`src/rtl/trap_ctrl.sv`:
```
`default_nettype none
// ============================================================================
// Module   : trap_ctrl
// Purpose  : Machine-mode trap controller beside the MEM stage. Arbitrates
//            synchronous exceptions and NUM_IRQ maskable interrupts, owns the
//            M-mode CSRs (mstatus, mie, mip, mtvec, mepc, mcause, mtval) and
//            drives pipeline flushes, writeback cancel and PC redirect.
// Ports    : clk, rst (async, active-high)
//            csr_rw_in / csr_wsc_mode_in / csr_addr_in / csr_wdata_in -> CSR op
//            csr_rdata_out   : combinational old value at csr_addr_in
//            irq_in          : level-sensitive interrupt lines
//            illegal_inst, l_access_fault, s_access_fault, ecall_m, fault_val
//            mret, epc_cur, epc_next
//            pc_redirect, redirect_valid, reg_{FD,DE,EM,MW}_flush,
//            RegWrite_cancel, busy
// Revision : 1.0 - initial release
// ============================================================================
module trap_ctrl #(
    parameter int XLEN        = 32,
    parameter int NUM_IRQ     = 4,
    parameter bit VECTORED_EN = 1'b1
) (
    input  logic              clk,
    input  logic              rst,
    input  logic              csr_rw_in,
    input  logic [1:0]        csr_wsc_mode_in,
    input  logic [11:0]       csr_addr_in,
    input  logic [XLEN-1:0]   csr_wdata_in,
    output logic [XLEN-1:0]   csr_rdata_out,
    input  logic [NUM_IRQ-1:0] irq_in,
    input  logic              illegal_inst,
    input  logic              l_access_fault,
    input  logic              s_access_fault,
    input  logic              ecall_m,
    input  logic [XLEN-1:0]   fault_val,
    input  logic              mret,
    input  logic [XLEN-1:0]   epc_cur,
    input  logic [XLEN-1:0]   epc_next,
    output logic [XLEN-1:0]   pc_redirect,
    output logic              redirect_valid,
    output logic              reg_FD_flush,
    output logic              reg_DE_flush,
    output logic              reg_EM_flush,
    output logic              reg_MW_flush,
    output logic              RegWrite_cancel,
    output logic              busy
);

    localparam logic [11:0] c_ADDR_MSTATUS = 12'h300;
    localparam logic [11:0] c_ADDR_MIE     = 12'h304;
    localparam logic [11:0] c_ADDR_MTVEC   = 12'h305;
    localparam logic [11:0] c_ADDR_MEPC    = 12'h341;
    localparam logic [11:0] c_ADDR_MCAUSE  = 12'h342;
    localparam logic [11:0] c_ADDR_MTVAL   = 12'h343;
    localparam logic [11:0] c_ADDR_MIP     = 12'h344;

    typedef enum logic [0:0] {
        ST_IDLE     = 1'b0,
        ST_REDIRECT = 1'b1
    } state_t;

    state_t r_state, w_state_next;

    // Only the architecturally writable bits are stored.
    logic               r_mstatus_mie, r_mstatus_mpie;
    logic [NUM_IRQ-1:0] r_mie, r_mip;
    logic [XLEN-1:0]    r_mtvec, r_mepc, r_mcause, r_mtval, r_target;

    logic [XLEN-1:0]    w_mstatus_rd, w_mie_rd, w_mip_rd;
    logic [XLEN-1:0]    w_wval, w_mtvec_wr, w_cause, w_target, w_tvec_base;
    logic [XLEN-1:0]    w_trap_epc, w_trap_tval;
    logic [NUM_IRQ-1:0] w_pend;
    logic [4:0]         w_exc_code, w_irq_code;
    logic               w_exc, w_idle, w_trap, w_mret_take, w_csr_we;

    // ---------------------------------------------------------------- reads
    always_comb begin
        w_mstatus_rd                = '0;
        w_mstatus_rd[3]             = r_mstatus_mie;
        w_mstatus_rd[7]             = r_mstatus_mpie;
        w_mie_rd                    = '0;
        w_mie_rd[16 +: NUM_IRQ]     = r_mie;
        w_mip_rd                    = '0;
        w_mip_rd[16 +: NUM_IRQ]     = r_mip;
    end

    always_comb begin
        case (csr_addr_in)
            c_ADDR_MSTATUS: csr_rdata_out = w_mstatus_rd;
            c_ADDR_MIE:     csr_rdata_out = w_mie_rd;
            c_ADDR_MTVEC:   csr_rdata_out = r_mtvec;
            c_ADDR_MEPC:    csr_rdata_out = r_mepc;
            c_ADDR_MCAUSE:  csr_rdata_out = r_mcause;
            c_ADDR_MTVAL:   csr_rdata_out = r_mtval;
            c_ADDR_MIP:     csr_rdata_out = w_mip_rd;
            default:        csr_rdata_out = '0;
        endcase
    end

    // ------------------------------------------------------- write datapath
    always_comb begin
        case (csr_wsc_mode_in)
            2'b01:   w_wval = csr_wdata_in;
            2'b10:   w_wval = csr_rdata_out | csr_wdata_in;
            2'b11:   w_wval = csr_rdata_out & ~csr_wdata_in;
            default: w_wval = csr_rdata_out;
        endcase
    end

    // Reserved mtvec modes (and vectored mode when disabled) collapse to direct.
    assign w_mtvec_wr = {w_wval[XLEN-1:2],
                         (w_wval[1:0] == 2'b01 && VECTORED_EN) ? 2'b01 : 2'b00};

    // ------------------------------------------------------- trap detection
    assign w_exc  = illegal_inst | l_access_fault | s_access_fault | ecall_m;
    assign w_pend = r_mip & r_mie & {NUM_IRQ{r_mstatus_mie}};
    assign w_idle = (r_state == ST_IDLE);
    assign w_trap = w_idle & (w_exc | (|w_pend));
    assign w_mret_take = w_idle & mret & ~w_trap;
    // A concurrent trap or MRET drops the CSR write.
    assign w_csr_we = w_idle & csr_rw_in & (csr_wsc_mode_in != 2'b00) & ~w_trap & ~mret;

    always_comb begin
        if (illegal_inst)        w_exc_code = 5'd2;
        else if (l_access_fault) w_exc_code = 5'd5;
        else if (s_access_fault) w_exc_code = 5'd7;
        else                     w_exc_code = 5'd11;
    end

    // Scan from the top so the lowest pending index is the last to assign.
    always_comb begin
        w_irq_code = 5'd16;
        for (int i = NUM_IRQ - 1; i >= 0; i--) begin
            if (w_pend[i]) w_irq_code = 5'(16 + i);
        end
    end

    assign w_cause     = w_exc ? XLEN'(w_exc_code)
                               : {1'b1, {(XLEN-6){1'b0}}, w_irq_code};
    assign w_tvec_base = {r_mtvec[XLEN-1:2], 2'b00};
    assign w_target    = (!w_exc && r_mtvec[1:0] == 2'b01)
                         ? w_tvec_base + (XLEN'(w_irq_code) << 2) : w_tvec_base;
    assign w_trap_epc  = w_exc ? {epc_cur[XLEN-1:2], 2'b00} : {epc_next[XLEN-1:2], 2'b00};
    assign w_trap_tval = (illegal_inst | l_access_fault | s_access_fault) ? fault_val : '0;

    // --------------------------------------------------------------- FSM
    always_ff @(posedge clk or posedge rst) begin
        if (rst) r_state <= ST_IDLE;
        else     r_state <= w_state_next;
    end

    always_comb begin
        w_state_next    = r_state;
        redirect_valid  = 1'b0;
        pc_redirect     = '0;
        reg_FD_flush    = 1'b0;
        reg_DE_flush    = 1'b0;
        reg_EM_flush    = 1'b0;
        reg_MW_flush    = 1'b0;
        RegWrite_cancel = 1'b0;
        busy            = 1'b0;
        case (r_state)
            ST_IDLE: begin
                if (w_trap) begin
                    w_state_next    = ST_REDIRECT;
                    reg_FD_flush    = 1'b1;
                    reg_DE_flush    = 1'b1;
                    reg_EM_flush    = 1'b1;
                    reg_MW_flush    = 1'b1;
                    // Interrupts let the MEM instruction retire.
                    RegWrite_cancel = w_exc;
                end else if (mret) begin
                    redirect_valid  = 1'b1;
                    pc_redirect     = r_mepc;
                    reg_FD_flush    = 1'b1;
                    reg_DE_flush    = 1'b1;
                    reg_EM_flush    = 1'b1;
                end
            end
            ST_REDIRECT: begin
                w_state_next   = ST_IDLE;
                redirect_valid = 1'b1;
                pc_redirect    = r_target;
                reg_FD_flush   = 1'b1;
                busy           = 1'b1;
            end
            default: w_state_next = ST_IDLE;
        endcase
    end

    // ---------------------------------------------------------- CSR state
    always_ff @(posedge clk or posedge rst) begin
        if (rst) begin
            r_mstatus_mie  <= 1'b0;
            r_mstatus_mpie <= 1'b0;
            r_mie          <= '0;
            r_mip          <= '0;
            r_mtvec        <= '0;
            r_mepc         <= '0;
            r_mcause       <= '0;
            r_mtval        <= '0;
            r_target       <= '0;
        end else begin
            r_mip <= irq_in;
            if (w_trap) begin
                r_mepc         <= w_trap_epc;
                r_mcause       <= w_cause;
                r_mtval        <= w_trap_tval;
                r_mstatus_mpie <= r_mstatus_mie;
                r_mstatus_mie  <= 1'b0;
                r_target       <= w_target;
            end else if (w_mret_take) begin
                r_mstatus_mie  <= r_mstatus_mpie;
                r_mstatus_mpie <= 1'b1;
            end else if (w_csr_we) begin
                case (csr_addr_in)
                    c_ADDR_MSTATUS: begin
                        r_mstatus_mie  <= w_wval[3];
                        r_mstatus_mpie <= w_wval[7];
                    end
                    c_ADDR_MIE:    r_mie    <= w_wval[16 +: NUM_IRQ];
                    c_ADDR_MTVEC:  r_mtvec  <= w_mtvec_wr;
                    c_ADDR_MEPC:   r_mepc   <= {w_wval[XLEN-1:2], 2'b00};
                    c_ADDR_MCAUSE: r_mcause <= w_wval;
                    c_ADDR_MTVAL:  r_mtval  <= w_wval;
                    default: ;
                endcase
            end
        end
    end

endmodule
`default_nettype wire

```
`config.mk`:
```
export PLATFORM = sky130hd
export DESIGN_NAME = trap_ctrl
export DESIGN_NICKNAME = d
export VERILOG_FILES = /design/src/rtl/trap_ctrl.sv
export SDC_FILE = /design/constraint.sdc
export NUM_CORES = 1
export LEC_CHECK = 0
export ABC_AREA = 1
export CAP_MARGIN = 15
export CORE_ASPECT_RATIO = 0.8
export CORE_MARGIN = 2
export CORE_UTILIZATION = 52
export CTS_BUF_LIST = sky130_fd_sc_hd__clkbuf_16
export CTS_CLUSTER_SIZE = 8
export DETAILED_ROUTE_END_ITERATION = 8
export PLACE_DENSITY = 0.89
export SLEW_MARGIN = 10
export SYNTH_ARGS = -nofsm -noshare
export SYNTH_HDL_FRONTEND = slang
export SYNTH_SLANG_ARGS = --single-unit
```
`constraint.sdc`:
```
create_clock -name clk -period 6.9 [get_ports clk]
set_clock_uncertainty 0.2 [all_clocks]
set_input_delay 1.38 -clock clk [delete_from_list [all_inputs] [get_ports clk]]
set_output_delay 1.38 -clock clk [all_outputs]
set_load 0.03 [all_outputs]
```
Yosys cells after proc, flatten, opt, wreduce, memory -nomap -nowiden
Cells that the tools add are included.
{"block": "word_totals", "output_inout_bits": 71, "in_bits": 154, "register_bits": 171}
{"block": "classes", "bitwise_logic": 20, "eq_ne": 13, "n_addsub": 1, "reduce_logical": 16, "muxes": 49}
{"operator": "$mux W32", "n": 18}
{"operator": "$pmux W32 S7", "n": 1}
{"operator": "$pmux W32 S3", "n": 1}
{"operator": "$eq A12 B10 Y1 const B", "n": 7}
{"operator": "$pmux W32 S2", "n": 1}
{"operator": "$add A32 B7 Y32", "n": 1}
{"operator": "$and A32 B32 Y32", "n": 1}
{"operator": "$not A32 Y32", "n": 1}
{"operator": "$or A32 B32 Y32", "n": 1}
{"operator": "$mux W1", "n": 18}
{"operator": "$mux W5", "n": 3}
{"operator": "$mux W4", "n": 3}
{"operator": "$reduce_bool A2 Y1", "n": 5}
{"operator": "$reduce_and A3 Y1", "n": 3}
{"operator": "$and A4 B4 Y4", "n": 2}
{"operator": "$reduce_and A4 Y1", "n": 2}
{"operator": "$and A1 B1 Y1", "n": 7}
{"operator": "$eq A2 B1 Y1 const B", "n": 3}
{"operator": "$pmux W1 S2", "n": 3}
{"operator": "$reduce_bool A3 Y1", "n": 2}
{"operator": "$eq A2 B2 Y1 const B", "n": 2}
{"operator": "$not A1 Y1", "n": 4}
{"operator": "$or A1 B1 Y1", "n": 4}
{"operator": "$reduce_or A4 Y1", "n": 1}
{"operator": "other kinds (5)", "n": 5}

Longest topological paths before layout
Gate-level depths: netlist of run 1.
{"block": "depth", "ltp_word": 11, "depth_mapped": 18}

Least setup slack after synthesis of run 1
Ideal clock, no wire load.
{"block": "synth_path", "kind": "input port to output port", "startpoint": "in l_access_fault", "endpoint": "out pc_redirect[13]", "arrival_time_ns": 3.019, "path_stages": 8, "t_required_ns": 5.320, "path_slack_ns": 2.301, "path_buffers": 1, "path_cell_list": "nor2_2 nand2_2 nor2_8 nand2_2 nor2_2 inv_1 clkbuf_1 o21ai_0"}
{"block": "synth_between", "elab_chain_cells": 7}
{"element": "start, declared", "line": "32", "text": "input logic l_access_fault,"}
{"element": "$or A1 B1 Y1 (3 in a row)", "line": "115", "text": "assign w_exc = illegal_inst | l_access_fault | s_access_fault | ecall_m;"}
{"element": "$or A1 B1 Y1", "line": "118", "text": "assign w_trap = w_idle & (w_exc | (|w_pend));"}
{"element": "$and A1 B1 Y1", "line": "118"}
{"element": "$mux W32", "line": "164", "text": "if (w_trap) begin"}
{"element": "$pmux W32 S2", "line": "162", "text": "case (r_state)"}
{"element": "end, declared", "line": "39", "text": "output logic [XLEN-1:0] pc_redirect,"}
No other way between the ends.

Final worst setup path of run 1
{"block": "layout_path", "startpoint": "in l_access_fault", "endpoint": "out pc_redirect[27]"}
The elaborated chain is that of the path after synthesis.

==> flow_metrics.env, run 1 <==
export IMPL_status="finished, final reports clean"
export IMPL_worst_hold_path_type="reg2reg"
export IMPL_cpMaxStageDelayCell="clkdlybuf4s50_1"
export IMPL_fin_cells=1971
export IMPL_placed_area_mm2=0.01265
export IMPL_p_leak_nw=6.257
export IMPL_path_delay_family="buffers and inverters"
export IMPL_viasPerCell=6.060
export IMPL_synthFlopType="dfrtp_1"
export IMPL_fin_crit_sh_pct=88.16
export IMPL_ys_ff_latch=166
export IMPL_drc_errors=0
export IMPL_crit_path_start_kind="input port"
export IMPL_first_pass_iters=5
export IMPL_ff2ff_path_depth=6
export IMPL_antenna_found_initial=2
export IMPL_wire_per_inst_um=20.51
export IMPL_slew_viol_final=0
export IMPL_cap_violations=0
export IMPL_design_core_area_mm2=0.01974
export IMPL_ys_seq_area_share_pct=39.86
export IMPL_clock_sinks=166
export IMPL_finalSetupViolCount=0
export IMPL_fin_area_mm2=0.01321
export IMPL_dp_hpwl_mm=28.57
export IMPL_drive_gt1_share_pct=6.210
export IMPL_synthesis_area_mm2=0.01042
export IMPL_cts_buffer_depth=2
export IMPL_die_area_mm2=0.02120
export IMPL_rsz0062_at_grt="no"
export IMPL_gr_total_overflow=0
export IMPL_path_buf_inv=3
export IMPL_whs_path_depth=2
export IMPL_nets=1851
export IMPL_max_stage_delay_ns=0.75
export IMPL_rows=46
export IMPL_synth_edf_count=0
export IMPL_htreeDepth=4
export IMPL_cts_hold_buf=0
export IMPL_cp_depth=9
export IMPL_first_global_vias=11420
export IMPL_arrival_ns=4.50
export IMPL_yosys_area_top_type="dfrtp_1"
export IMPL_ir_worst_vdd_mv=0.2070
export IMPL_final_common_cell="nand2_1"
export IMPL_place_inst=1938
export IMPL_path_class="in2out"
export IMPL_die_h_um=130.6
export IMPL_fillCellCount=1691
export IMPL_finalHoldViolations=0
export IMPL_postSynthAreaPerCell_um2=6.843
export IMPL_setup_tns_ns=0
export IMPL_place_ws_ns=0.9799
export IMPL_drt_initial_drc_count=1609
export IMPL_maxSlewHeadroom_pct=13.85
export IMPL_clockRootBuffer="clkbuf_16"
export IMPL_path_clk_slew_ns=0.07
export IMPL_ant_nets=0
export IMPL_io_pins=225
export IMPL_clock_latency_ns=0.44
export IMPL_start_util_pct=52.80
export IMPL_ys_warn_count=0
export IMPL_worstPathRequired_ns=5.32
export IMPL_finalCriticalPeriod_ns=6.083
export IMPL_ys_types=37
export IMPL_synth_top_area_share_pct=39.86
export IMPL_cts_setup_buffers=0
export IMPL_place_gp_congestion=1.023
export IMPL_synthArstFlopShare_pct=100.0
export IMPL_cts_made_buffers=17
export IMPL_track_usage_pct=38.02
export IMPL_grt_pass1_wl_mm=61.20
export IMPL_powerDensity_mw_per_mm2=243.5
export IMPL_grt_max_degree=106
export IMPL_tightest_slew_ns=1.291
export IMPL_totalWireLength_mm=40.42
export IMPL_die_w_um=162.3
export IMPL_tritoncts="done"
export IMPL_antennaDiodeCount=0
export IMPL_synthTopCellsByArea="dfrtp_1 40%, nand2_1 16%, o21ai_0 8.0%"
export IMPL_synth_cells=1523
export IMPL_vias=11950
export IMPL_io_buffers=218
export IMPL_layout_common_cells="447 x nand2_1, 218 x clkdlybuf4s50_1, 167 x o21ai_0"
export IMPL_max_clock_freq_ghz=0.1644
export IMPL_crit_fanout=27
export IMPL_syn2layout_area_growth_pct=26.76
export IMPL_path_cells="clkdlybuf4s50_1 > nor2_2 > nand2_2 > nor2_8 > nand2_2 > nor2_2 > inv_1 > o21ai_0 > clkdlybuf4s50_1"
export IMPL_cts_repair_resize_count=0
export IMPL_finalWorstSetupSlack_ns=0.8169
export IMPL_critical_path_endpoint_type="output port"
-- cell usage after synthesis (2+ instances only) --
library cell,n
nor3b_1,2
dfrtp_1,166
ha_1,2
nor2_8,3
nor2_1,111
nor3_2,2
nor3_1,16
nand3_1,110
inv_1,121
nand2_1,447
nor2_2,6
nand2_2,5
o22ai_1,10
or2_2,27
a21oi_1,140
clkbuf_1,33
o21ai_0,167
inv_2,4
o211ai_1,2
nand2_4,3
a31oi_1,9
xor2_1,16
nor2_4,3
buf_2,32
o21ai_1,49
a22o_1,3
buf_4,14
buf_6,3
nand4_1,9
-- worst reg2reg max path: stages (launching register included) --
cell,delay (ns)
dfrtp_1,0.59
inv_1,0.43
nand2_4,0.44
buf_4,0.68
o41ai_2,0.46
nand2_4,0.61
o21ai_0,0.23
-- routing by layer --
layer / vias up / track usage, % / wire, µm
li1: 5320 / - / -
met1: 5504 / 51.92 / 15870
met2: 978 / 56.35 / 17060
met3: 141 / 13.98 / 6151
met4: 2 / 12.81 / 1323
met5: - / 0 / 13
-- flip-flops by register name, summed over array words and instances, names as in the netlist, 4 cells and up --
| register | flops |
|---|---|
| r_mip | 4 |
| r_target | 30 |
| r_mie | 4 |
| r_mtval | 32 |
| r_mcause | 32 |
| r_mtvec | 31 |
| r_mepc | 30 |
-- final cells by class --
class	count	area (µm²)	share of cell area, %
clock buffers	17	425.4	3.220
clock inverters	15	106.4	0.8050
inverters	125	474.2	3.589
multi-input cells	1150	5399	40.87
flip-flops and latches	166	4154	31.44
well taps	264	330.3	2.500
repair buffers	234	2322	17.58
-- per-stage QoR --
| stage | hold WS (ns) | power (W) | util, % |
|---|---|---|---|
| after floorplan | 0.2487 | 0.001882 | - |
| after global placement | 0.2647 | 0.002261 | 64.09 |
| after detailed placement | 0.2647 | 0.002292 | 64.09 |
| after CTS | 0.2831 | 0.003169 | 66.78 |
| after global routing | 0.2990 | 0.003340 | 66.92 |
| final | 0.2861 | 0.003217 | 66.92 |
-- worst paths after layout --
check	slack, ns	endpoint	startpoint
worst max-delay path	0.82	pc_redirect[27]	l_access_fault
worst min-delay path	0.29	r_target[30]	r_target[30]
min in group asynchronous	1.32	r_mepc[9]	rst
worst min register to register	0.29	r_target[30]	r_target[30]
worst max register to register	3.10	r_mcause[8]	r_state
max in group asynchronous	3.81	r_mcause[8]	rst
-- power breakdown --
group	internal, W	total [W]	switching [W]
clock network	0.000463	0.000893	0.000430
logic	0.000347	0.00101	0.000659
registers	0.00119	0.00132	0.000131
-- cells by family (layout without fill, tap and decap cells) --
family / Yosys count / in the layout / synth area share, %
flops: 166 / 166 / 39.86
xor+xnor: 16 / 16 / 1.344
compound gates: 382 / 382 / 18.87
buf+inv: 208 / 391 / 8.595
simple gates: 747 / 747 / 30.86
fa+ha+maj: 3 / 3 / 0.4321
other cells: 1 / 2 / 0.03598
No activity file was read; power rests on OpenSTA's default activity.
==> inputs of run 2 (changes only) <==
CORE_ASPECT_RATIO = 1.4   (was 0.8)
==> run 2 against run 1 <==
Count of clock-buffer cells in the layout unchanged. Largest cell class unchanged. Power up 1.6%. Critical endpoint is now pc_redirect[31]. Worst setup slack better by 0.22 ns. Critical path type unchanged.
==> flow_metrics.env, run 2 (synthesis results as in run 1) <==
export IMPL_status="finished, final reports clean"
export IMPL_totalWireLength_mm=39.04
export IMPL_rows=61
export IMPL_clockRootBuffer="clkbuf_16"
export IMPL_setup_tns_ns=0
export IMPL_ant_nets=0
export IMPL_final_common_cell="nand2_1"
export IMPL_worst_hold_path_type="reg2reg"
export IMPL_track_usage_pct=37.49
export IMPL_die_h_um=171.5
export IMPL_nets=1850
export IMPL_finalCriticalPeriod_ns=5.864
export IMPL_ir_worst_vdd_mv=0.2008
export IMPL_finalWorstSetupSlack_ns=1.036
export IMPL_htreeDepth=4
export IMPL_path_clk_slew_ns=0.07
export IMPL_cts_repair_resize_count=0
export IMPL_fillCellCount=1727
export IMPL_first_pass_iters=8
export IMPL_cp_common_cell="inv_1"
export IMPL_seq_area_mm2=0.004154
export IMPL_die_area_mm2=0.02121
export IMPL_critical_path_endpoint_type="output port"
export IMPL_multi_input_area_mm2=0.005399
export IMPL_fin_crit_sh_pct=84.99
export IMPL_drt_initial_drc_count=1395
export IMPL_drive_gt1_share_pct=6.276
export IMPL_finalHoldViolations=0
export IMPL_start_util_pct=52.72
export IMPL_io_pins=225
export IMPL_rrSetupSlack_ns=2.63
export IMPL_rr_startpoint="r_state"
export IMPL_crit_start="mret"
export IMPL_viasPerCell=5.862
export IMPL_gr_total_overflow=0
export IMPL_arrival_ns=4.28
export IMPL_holdCritStartpoint="r_target[26]"
export IMPL_design_core_area_mm2=0.01977
export IMPL_layout_common_cells="447 x nand2_1, 218 x clkdlybuf4s50_1, 167 x o21ai_0"
export IMPL_place_gp_congestion=0.9879
export IMPL_powerDensity_mw_per_mm2=247.0
export IMPL_antenna_found_initial=3
export IMPL_rsz0062_at_grt="no"
export IMPL_maxSlewHeadroom_pct=23.78
export IMPL_io_buffers=218
export IMPL_wire_per_inst_um=19.95
export IMPL_die_w_um=123.7
export IMPL_path_cells="clkdlybuf4s50_1 > inv_1 > nor2_1 > inv_1 > nor2_2 > inv_1 > o22ai_1 > clkdlybuf4s50_1"
export IMPL_cts_hold_buf=0
export IMPL_cts_buffer_depth=2
export IMPL_crit_path_start_kind="input port"
export IMPL_tightest_slew_ns=1.142
export IMPL_tritoncts="done"
export IMPL_worstPathRequired_ns=5.32
export IMPL_grt_pass1_wl_mm=59.23
export IMPL_cap_violations=0
export IMPL_first_global_vias=10660
export IMPL_clock_latency_ns=0.44
export IMPL_syn2layout_area_growth_pct=26.96
export IMPL_cts_setup_buffers=0
export IMPL_max_clock_freq_ghz=0.1705
export IMPL_cpMaxStageDelayCell="clkdlybuf4s50_1"
export IMPL_cts_made_buffers=17
export IMPL_dp_hpwl_mm=29.39
export IMPL_reg_largest_list="r_mcause: 32 flops, r_mtval: 32 flops, r_mtvec: 31 flops"
export IMPL_p_leak_nw=6.274
export IMPL_path_class="in2out"
export IMPL_place_ws_ns=1.062
export IMPL_antennaDiodeCount=0
export IMPL_clock_sinks=166
export IMPL_p_total_w=0.003268
export IMPL_max_stage_delay_ns=0.75
export IMPL_slew_viol_final=0
export IMPL_vias=11470
export IMPL_grt_max_degree=92
export IMPL_finalSetupViolCount=0
export IMPL_drc_errors=0
export IMPL_crit_fanout=27
run 2: cell count changes in the layout (fill, tap and decap cells not counted), sizes merged:
cell	before	now
buf	16	15
bufinv	0	2
clkinv	8	5
clkinvlp	1	0
inv	131	132
run 2: stage by stage:
stage               cell area (µm²)  util, %  cells  hold WS (ns)
floorplan                     10430        -   1524        0.2487
global placement              12640    63.93   1926        0.2638
detailed placement            12640    63.93   1926        0.2657
CTS                           13230    66.94   1957        0.2854
global route                  13230    66.94   1957        0.3042
finish                        13230    66.94   1957        0.2816
run 2: path summary, 6_finish.rpt:
path,to,cells past startpoint
worst max-delay path,pc_redirect[31],8
worst min-delay path,r_target[26],2
worst max register to register,r_mcause[22],7
worst min register to register,r_target[26],2
max in group asynchronous,r_mcause[15],3
min in group asynchronous,r_target[18],2
run 2: cell type report:
type	instances	share of cell area, %
clock buffer	17	3.215
clock inverter	14	1.286
inverter	125	3.584
multi-input combinational	1150	40.80
sequential	166	31.39
tap	252	2.383
timing repair buffer	233	17.34
run 2: power breakdown:
group	switching, W	leakage, nW	internal, W
registers	0.000137	1.93	0.00119
clock network	0.000439	0.295	0.000545
logic	0.000617	4.05	0.000345
total	0.00119	6.27	0.00208
run 2: worst max-delay path, delay by kind of cell:
family          cells  cell delay (ns)
compound gates      1             0.46
buf+inv             5             1.93
simple gates        2             0.49
run 2: per-layer routing:
layer	wire, µm	track usage, %	part of all wire, %	up-vias
met5	13	0	0.033	-
met4	1124	12.01	2.9	2
met3	4020	7.560	10	83
met2	17890	58.10	46	670
met1	15990	52.56	41	5392
li1	-	-	-	5324
==> variant (settings of run 1) <==
Add an input register stage for `irq_in`; this delays it by one clock. The other inputs are not delayed to match.
--- a/src/rtl/trap_ctrl.sv
+++ b/src/rtl/trap_ctrl.sv
@@ -59,6 +59,12 @@
         ST_REDIRECT = 1'b1
     } state_t;
 
+    logic [NUM_IRQ-1:0] irq_q;
+
+    always_ff @(posedge clk) begin
+        irq_q <= irq_in;
+    end
+
     state_t r_state, w_state_next;
 
     // Only the architecturally writable bits are stored.
@@ -201,7 +207,7 @@
             r_mtval        <= '0;
             r_target       <= '0;
         end else begin
-            r_mip <= irq_in;
+            r_mip <= irq_q;
             if (w_trap) begin
                 r_mepc         <= w_trap_epc;
                 r_mcause       <= w_cause;
Formal check against the unedited RTL: not equivalent (a bounded check fails within 4 cycles, from zero or initial values and one cycle with rst high).
==> variant against run 1 <==
Count of clock-buffer cells in the layout did not move. Cell area rose by 1.8%. Critical path depth did not move. Hold slack got worse by 0.15 ns. Worst setup slack improved by 0.075 ns. Sequential share of layout area barely moved. Area after synthesis rose by 1.7%. Wire length fell by 3.4%. Total power rose by 1.2%. Synthesized cell count rose by 2.8%. Sequential cell count rose by 4.
==> variant: results (changes against run 1) <==
worstRegToRegCells: 8  # +2
grt_pass1_wl_mm: 60.4  # -1.3%
crit_path_start: "csr_addr_in[6]"
crit_end: "csr_rdata_out[20]"
dpl_cell_area_um2: 12900  # +1.6%
drt-met1-wl_mm: 15.5  # -2.2%
cellLeakagePower_nw: 6.46  # +3.2%
synth_compound_area_share_pct: 17.2  # -1.6 points
drive_gt1_share_pct: 6.34  # +0.13 points
slowest_delay_ns: 0.67  # -0.08 ns
placed_cells: 1981  # +2.2%
grt_usage_pct: 36.2  # -1.8 points
syn_avg_cell_area_um2: 6.77  # -1.1%
irDropWorstVdd_uv: 161  # -22%
grt_pass1_vias: 11259  # -1.4%
synth_fa_ha_area_share_pct: 0.425  # -0.0072 points
layout.nets: 1894  # +2.3%
synth_xor_area_share_pct: 1.07  # -0.27 points
first_iter_violations: 1548  # -3.8%
totalWireLength_mm: 39.1  # -3.4%
synthTopCellsByArea: "dfrtp_1, nand2_1, nand3_1, a21oi_1, o21ai_0"
arrival_ns: 4.43  # -0.07 ns
run_status: "finished, final reports clean"
firstDrtPassIters: 6  # +1
grt_max_degree: 108  # +1.9%
gr-usage-met3_pct: 10.9  # -3.1 points
cp_max_fo: 24  # -11%
post-route-period-util_pct: 87.1  # -1.1 points
async_flop_share_pct: 97.6  # -2.4 points
dp_hpwl_mm: 27.4  # -4.0%
variant: power breakdown:
part / internal, mW / total (mW) / switching (mW)
sequential: 1.19 / 1.31 / 0.120
clock: 0.532 / 0.959 / 0.427
combinational: 0.342 / 0.985 / 0.644
total: 2.07 / 3.26 / 1.19
variant: worst min-delay path by stage:
| stage | from | to | slack (ns) | cells after the start |
|---|---|---|---|---|
| after floorplan | irq_q[0] | r_mip[0] | 0.12 | 0 |
| after global placement | irq_q[0] | r_mip[0] | 0.12 | 0 |
| after detailed placement | irq_q[0] | r_mip[0] | 0.12 | 0 |
| after CTS | irq_q[0] | r_mip[0] | 0.13 | 0 |
| after global routing | irq_q[1] | r_mip[1] | 0.13 | 0 |
| final | irq_q[1] | r_mip[1] | 0.13 | 0 |
variant: cell type report:
class,count,area (µm²)
clock inverters,15,151
repair buffers,238,2350
multi-input cells,1185,5490
clock buffers,17,425
fillers,1683,6460
well taps,264,330
inverters,125,474
flip-flops and latches,170,4230
